--- src/rtl/ahb_decoder_mux_if.sv ---
// AHB-Lite bus bundle between the manager/subordinate side and the address decoder/response mux.
// The "slave" modport is the decoder's view; "master" is the environment driving it.
interface ahb_decoder_mux_if #(
    parameter int ADDR_WIDTH         = 32,
    parameter int DATA_WIDTH         = 32,
    parameter int NO_OF_SUBORDINATES = 6
);
    logic [ADDR_WIDTH-1:0]                    HADDR;
    logic [1:0]                               HTRANS;
    logic [NO_OF_SUBORDINATES-1:0]            HSEL;
    logic [NO_OF_SUBORDINATES*DATA_WIDTH-1:0] HRDATA_S;
    logic [NO_OF_SUBORDINATES-1:0]            HREADYOUT_S;
    logic [NO_OF_SUBORDINATES-1:0]            HRESP_S;
    logic [DATA_WIDTH-1:0]                    HRDATA;
    logic                                     HREADY;
    logic                                     HRESP;
    logic [7:0]                               ERR_COUNT;

    modport slave (
        input  HADDR, HTRANS, HRDATA_S, HREADYOUT_S, HRESP_S,
        output HSEL, HRDATA, HREADY, HRESP, ERR_COUNT
    );

    modport master (
        output HADDR, HTRANS, HRDATA_S, HREADYOUT_S, HRESP_S,
        input  HSEL, HRDATA, HREADY, HRESP, ERR_COUNT
    );
endinterface

--- src/rtl/ahb_decoder_mux.sv ---
// AHB-Lite address decoder with registered data-phase response mux and a built-in
// default subordinate that answers unmapped NONSEQ/SEQ transfers with a two-cycle ERROR.
module ahb_decoder_mux #(
    parameter int ADDR_WIDTH            = 32,
    parameter int DATA_WIDTH            = 32,
    parameter int NO_OF_SUBORDINATES    = 6,
    parameter int BITS_FOR_SUBORDINATES = 3
) (
    input logic              HCLK,
    input logic              HRESET,
    ahb_decoder_mux_if.slave bus
);
    localparam int N = NO_OF_SUBORDINATES;
    localparam int B = BITS_FOR_SUBORDINATES;

    localparam logic [1:0] DS_IDLE = 2'd0;
    localparam logic [1:0] DS_ERR1 = 2'd1;
    localparam logic [1:0] DS_ERR2 = 2'd2;

    localparam logic [N:0] SEL_DEFAULT = {1'b1, {N{1'b0}}};

    logic [B-1:0]          region;
    logic [N:0]            dec_sel;
    logic [N:0]            sel_q, sel_d;
    logic [1:0]            state_q, state_d;
    logic [7:0]            err_cnt_q, err_cnt_d;
    logic                  ds_ready, ds_resp;
    logic                  take_err;
    logic [DATA_WIDTH-1:0] mux_rdata;
    logic                  mux_ready, mux_resp;

    assign region = bus.HADDR[ADDR_WIDTH-1 -: B];

    // Bit N of the select vectors is the default subordinate.
    // NOTE: every always_comb output gets a default first so no latch can be inferred.
    always_comb begin
        dec_sel = '0;
        for (int k = 0; k < N; k++) begin
            dec_sel[k] = (region == B'(k + 1));
        end
        dec_sel[N] = (region == '0) || (region > B'(N));
    end

    assign bus.HSEL = dec_sel[N-1:0];

    assign ds_ready = (state_q != DS_ERR1);
    assign ds_resp  = (state_q != DS_IDLE);

    // sel_q is one-hot, so an AND-OR mux is sufficient.
    always_comb begin
        mux_rdata = '0;
        mux_ready = sel_q[N] & ds_ready;
        mux_resp  = sel_q[N] & ds_resp;
        for (int k = 0; k < N; k++) begin
            mux_rdata = mux_rdata | ({DATA_WIDTH{sel_q[k]}} & bus.HRDATA_S[k*DATA_WIDTH +: DATA_WIDTH]);
            mux_ready = mux_ready | (sel_q[k] & bus.HREADYOUT_S[k]);
            mux_resp  = mux_resp  | (sel_q[k] & bus.HRESP_S[k]);
        end
    end

    assign bus.HRDATA    = mux_rdata;
    assign bus.HREADY    = mux_ready;
    assign bus.HRESP     = mux_resp;
    assign bus.ERR_COUNT = err_cnt_q;

    assign sel_d    = mux_ready ? dec_sel : sel_q;
    assign take_err = mux_ready & dec_sel[N] & bus.HTRANS[1];

    always_comb begin
        state_d = DS_IDLE;
        case (state_q)
            DS_IDLE, DS_ERR2: state_d = take_err ? DS_ERR1 : DS_IDLE;
            DS_ERR1:          state_d = DS_ERR2;
            default:          state_d = DS_IDLE;
        endcase
    end

    // Last cycle of any error response, from a subordinate or the default; saturates.
    assign err_cnt_d = (mux_ready && mux_resp && err_cnt_q != 8'hFF) ? err_cnt_q + 8'd1 : err_cnt_q;

    // NOTE: sequential state uses non-blocking assignments so all registers update together.
    always_ff @(posedge HCLK) begin
        if (HRESET) begin
            sel_q     <= SEL_DEFAULT;
            state_q   <= DS_IDLE;
            err_cnt_q <= 8'd0;
        end else begin
            sel_q     <= sel_d;
            state_q   <= state_d;
            err_cnt_q <= err_cnt_d;
        end
    end
endmodule

--- src/flat_wrapper.sv ---
// flat-port wrapper written by rule: the top's interface ports become plain ports
module ahb_decoder_mux_flat 
#(
    parameter int ADDR_WIDTH            = 32,
    parameter int DATA_WIDTH            = 32,
    parameter int NO_OF_SUBORDINATES    = 6,
    parameter int BITS_FOR_SUBORDINATES = 3
)
  (HCLK, HRESET, bus_HADDR, bus_HTRANS, bus_HRDATA_S, bus_HREADYOUT_S, bus_HRESP_S, bus_HSEL, bus_HRDATA, bus_HREADY, bus_HRESP, bus_ERR_COUNT);
  ahb_decoder_mux_if #(.ADDR_WIDTH(ADDR_WIDTH), .DATA_WIDTH(DATA_WIDTH), .NO_OF_SUBORDINATES(NO_OF_SUBORDINATES)) bus_i ();
  input logic HCLK;
  input logic HRESET;
  input wire logic [$bits(bus_i.HADDR)-1:0] bus_HADDR;
  input wire logic [$bits(bus_i.HTRANS)-1:0] bus_HTRANS;
  input wire logic [$bits(bus_i.HRDATA_S)-1:0] bus_HRDATA_S;
  input wire logic [$bits(bus_i.HREADYOUT_S)-1:0] bus_HREADYOUT_S;
  input wire logic [$bits(bus_i.HRESP_S)-1:0] bus_HRESP_S;
  output wire logic [$bits(bus_i.HSEL)-1:0] bus_HSEL;
  output wire logic [$bits(bus_i.HRDATA)-1:0] bus_HRDATA;
  output wire logic [$bits(bus_i.HREADY)-1:0] bus_HREADY;
  output wire logic [$bits(bus_i.HRESP)-1:0] bus_HRESP;
  output wire logic [$bits(bus_i.ERR_COUNT)-1:0] bus_ERR_COUNT;
  assign bus_i.HADDR = bus_HADDR;
  assign bus_i.HTRANS = bus_HTRANS;
  assign bus_i.HRDATA_S = bus_HRDATA_S;
  assign bus_i.HREADYOUT_S = bus_HREADYOUT_S;
  assign bus_i.HRESP_S = bus_HRESP_S;
  assign bus_HSEL = bus_i.HSEL;
  assign bus_HRDATA = bus_i.HRDATA;
  assign bus_HREADY = bus_i.HREADY;
  assign bus_HRESP = bus_i.HRESP;
  assign bus_ERR_COUNT = bus_i.ERR_COUNT;
  ahb_decoder_mux #(.ADDR_WIDTH(ADDR_WIDTH), .DATA_WIDTH(DATA_WIDTH), .NO_OF_SUBORDINATES(NO_OF_SUBORDINATES), .BITS_FOR_SUBORDINATES(BITS_FOR_SUBORDINATES)) u_core (.HCLK(HCLK), .HRESET(HRESET), .bus(bus_i));
endmodule
--- config.mk ---
export PLATFORM = sky130hd
export DESIGN_NAME = ahb_decoder_mux_flat
export DESIGN_NICKNAME = d
export VERILOG_FILES = /design/src/rtl/ahb_decoder_mux_if.sv /design/src/rtl/ahb_decoder_mux.sv /design/src/flat_wrapper.sv
export SDC_FILE = /design/constraint.sdc
export NUM_CORES = 1
export LEC_CHECK = 0
export CORE_AREA = 2 2 113 115
export CTS_CLUSTER_SIZE = 25
export DETAILED_ROUTE_END_ITERATION = 12
export DIE_AREA = 0 0 115 117
export GPL_ROUTABILITY_DRIVEN = 1
export GPL_TIMING_DRIVEN = 0
export PLACE_DENSITY = 0.71
export RECOVER_POWER = 100
export REMOVE_ABC_BUFFERS = 1
export SYNTH_ARGS = -nofsm -noshare
export SYNTH_HDL_FRONTEND = slang
export SYNTH_SLANG_ARGS = --single-unit
--- constraint.sdc ---
create_clock -name HCLK -period 3.8 [get_ports HCLK]
set_input_delay 0.76 -clock HCLK [delete_from_list [all_inputs] [get_ports HCLK]]
set_output_delay 0.76 -clock HCLK [all_outputs]
set_load 0.005 [all_outputs]
==> results.json, run 1 <==
{
  "initial_utilization": 0.1565,
  "fillCellCount": 1281,
  "drt_iter0_markers": 181,
  "p_sw_frac": 0.2570,
  "vdd_drop_max_uv": 291.4,
  "final_common_cell": "clkdlybuf4s50_1",
  "cp-end-kind": "output pin",
  "htreeDepth": 1,
  "critical_path_arrival_ps": 2750,
  "root_buffer": "clkbuf_16",
  "hpwl_microns": 8693,
  "die-area_sq_mm": 0.01346,
  "die_h_microns": 117,
  "max_slew_margin": 0.08060,
  "fp-row-count": 41,
  "slowest_stage": "dlygate4sd3_1",
  "setup_ws_ps": 287.8,
  "fin_crit_ps": 3512,
  "synthMuxAreaShare": 0.01688,
  "cts_setup_buffers": 0,
  "post_cts_resized": 0,
  "synth-adder-area-share": 0.006494,
  "synth-edff-count": 0,
  "critPathLaunchType": "primary input",
  "wirelength_microns": 11450,
  "io_pins": 288,
  "first_pass_iters": 6,
  "synth_flop_cell": "dfxtp_1",
  "fmax_ghz": 0.2847,
  "drt-vias-per-instance": 5.022,
  "path_class": "in2out",
  "use_met1": 0.1875,
  "p_seq_frac": 0.264,
  "area_growth_pct": 137.9,
  "ys_async_sr_fraction": 0,
  "grtUsageMet2": 0.2678,
  "antenna_left": 0,
  "leakagePower_nw": 1.705,
  "synth-compound-area-share": 0.4513,
  "die-width_microns": 115,
  "slew_viol_final": 0,
  "grt_pass1_vias": 3098,
  "total_power_uw": 829.6,
  "p_per_area_mw_per_mm2": 181.0,
  "io_buffers": 257,
  "cts_made_buffers": 3,
  "setup_tns_ps": 0,
  "hold_path_class": "reg2reg",
  "crit_required_ps": 3040,
  "comb_power_share": 0.487,
  "p_clk_frac": 0.249,
  "gr-usage-all-layers": 0.1493,
  "top_usage_layer": "met2",
  "final_net_count": 735,
  "finalCritPeriodShare": 0.9243,
  "p_int_uw": 616.4,
  "grt_max_degree": 36,
  "clockBufferDepth": 2,
  "clock-sinks": 17,
  "antenna_found_initial": 0,
  "synth_cell_type_count": 33,
  "worst_pin_slew_ps": 1377,
  "place_congestion": 0.8690,
  "grt_setup_unrepaired": "false",
  "outcome": "completed",
  "hold_buffers": 0,
  "pre_cts_ws_ps": 383.1,
  "insertion_delay_ps": 250,
  "gr-usage-met3": 0.02729,
  "synth_seq_cells": 17,
  "critical_path.cell_chain": "dlygate4sd3_1 -> a222oi_1 -> and4_4 -> inv_1 -> clkdlybuf4s50_1",
  "ys_seq_area_frac": 0.1766,
  "p_switching_uw": 213.2,
  "drive_gt1_frac": 0.02840,
  "vias": 3229,
  "timing.hold.ws_ps": 459.8,
  "synth_top_family_by_area": "compound AO/OA/AOI/OAI gates",
  "synth.cell_area_sq_mm": 0.001927,
  "avgSynthCellArea_sq_um": 7.217,
  "final_cell_mix": "212 x clkdlybuf4s50_1, 99 x a22oi_1, 45 x dlygate4sd3_1",
  "remaining_drc_errors": 0,
  "grt_pass1_wl_microns": 16060,
  "grt_overflow": 0,
  "maxCapViolations": 0,
  "wl_per_cell_microns": 17.81,
  "fin_worst_skew_ps": 1.474,
  "cp_max_fo": 20,
  "cts_tree": "yes",
  "cpPeakStageDelay_ps": 540,
  "setup_viol": 0,
  "synthXorXnorAreaFrac": 0,
  "ys_warn_count": 0,
  "yosys.area_share.simple": 0.2448,
  "hold_viol_final": 0,
  "cts.reportedPaths.clkPinSlew_ps": 50,
  "syn_inst": 267,
  "fp.coreArea_sq_mm": 0.01231,
  "antenna-diode-count": 0
}
-- synth_stat cells (3+ instances only) --
| cell type | instances | share of area |
|---|---|---|
| a22oi_1 | 99 | 0.39 |
| nand3_1 | 35 | 0.091 |
| nand2_1 | 21 | 0.041 |
| clkbuf_1 | 20 | 0.039 |
| dfxtp_1 | 17 | 0.18 |
| a21oi_1 | 11 | 0.029 |
| buf_4 | 9 | 0.035 |
| buf_2 | 4 | 0.010 |
| nor2_1 | 4 | 0.0078 |
| o31ai_1 | 4 | 0.016 |
| or4_1 | 4 | 0.016 |
| and3_1 | 3 | 0.0097 |
| and3b_1 | 3 | 0.014 |
| inv_1 | 3 | 0.0058 |
| nand4_1 | 3 | 0.0097 |
| nor3b_1 | 3 | 0.012 |
-- sequential cells by signal, summed over array words and instances, names as in the netlist --
register	flops
u_core.bus.ERR_COUNT	8
u_core.sel_q	7
u_core.state_q	2
-- critical path: cells and delay by family --
kind | cells | cell delay [ps]
buffers and inverters | 3 | 1190
AND/OR/NAND/NOR | 1 | 430
AO/OA/AOI/OAI | 1 | 370
-- routing by layer --
metal,routed length (microns),part of all wire
met1,4609,0.40
met2,5654,0.49
met3,1033,0.090
met4,157,0.014
met5,0,0
-- power by group through the flow --
| stage | Clock [mW] | Combinational (mW) | Sequential, mW |
|---|---|---|---|
| after detailed placement | 0 | 0.419 | 0.222 |
| after global placement | 0 | 0.416 | 0.222 |
| after CTS | 0.210 | 0.423 | 0.219 |
| after global routing | 0.221 | 0.433 | 0.221 |
| after floorplan | 0 | 0.0902 | 0.207 |
| final | 0.207 | 0.404 | 0.219 |
-- kinds of logic after synthesis --
group	Yosys count
buffers and inverters	39
AND/OR/NAND/NOR	88
multiplexers	3
flip-flops	17
AO/OA/AOI/OAI	119
adder cells (fa/ha/maj)	1
-- path summary, 6_finish.rpt --
kind                                    startpoint                 endpoint  slack, ps  cells past startpoint
worst min register to register   u_core.state_q[0]        u_core.state_q[0]        460                      1
worst min-delay path             u_core.state_q[0]        u_core.state_q[0]        460                      1
worst max-delay path            bus_HREADYOUT_S[3]               bus_HREADY        290                      5
worst max register to register     u_core.sel_q[2]  u_core.bus.ERR_COUNT[0]       1110                      5
-- metrics by stage --
| step | instance area [sq um] | instances | utilization |
|---|---|---|---|
| floorplan | 1742 | 232 | - |
| global placement | 4502 | 639 | 0.3657 |
| detailed placement | 4507 | 639 | 0.3661 |
| CTS | 4587 | 643 | 0.3726 |
| global route | 4583 | 643 | 0.3723 |
| finish | 4583 | 643 | 0.3723 |
-- area by class of cell --
type | instances | area [sq um] | share of cell area
Sequential cell | 17 | 346.6 | 0.07562
Clock buffer | 3 | 75.07 | 0.01638
Multi-Input combinational cell | 211 | 1381 | 0.3014
Inverter | 4 | 15.01 | 0.003276
Clock inverter | 1 | 5.005 | 0.001092
Timing Repair Buffer | 257 | 2572 | 0.5613
Tap cell | 150 | 187.7 | 0.04095
(Power assumes the default switching activity.)
==> run 2: changes to the inputs <==
CTS_BUF_LIST = sky130_fd_sc_hd__clkbuf_16   (was default)
==> results of run 2 <==
Same layout as run 1: the final DEF is identical, and so are final timing and power.
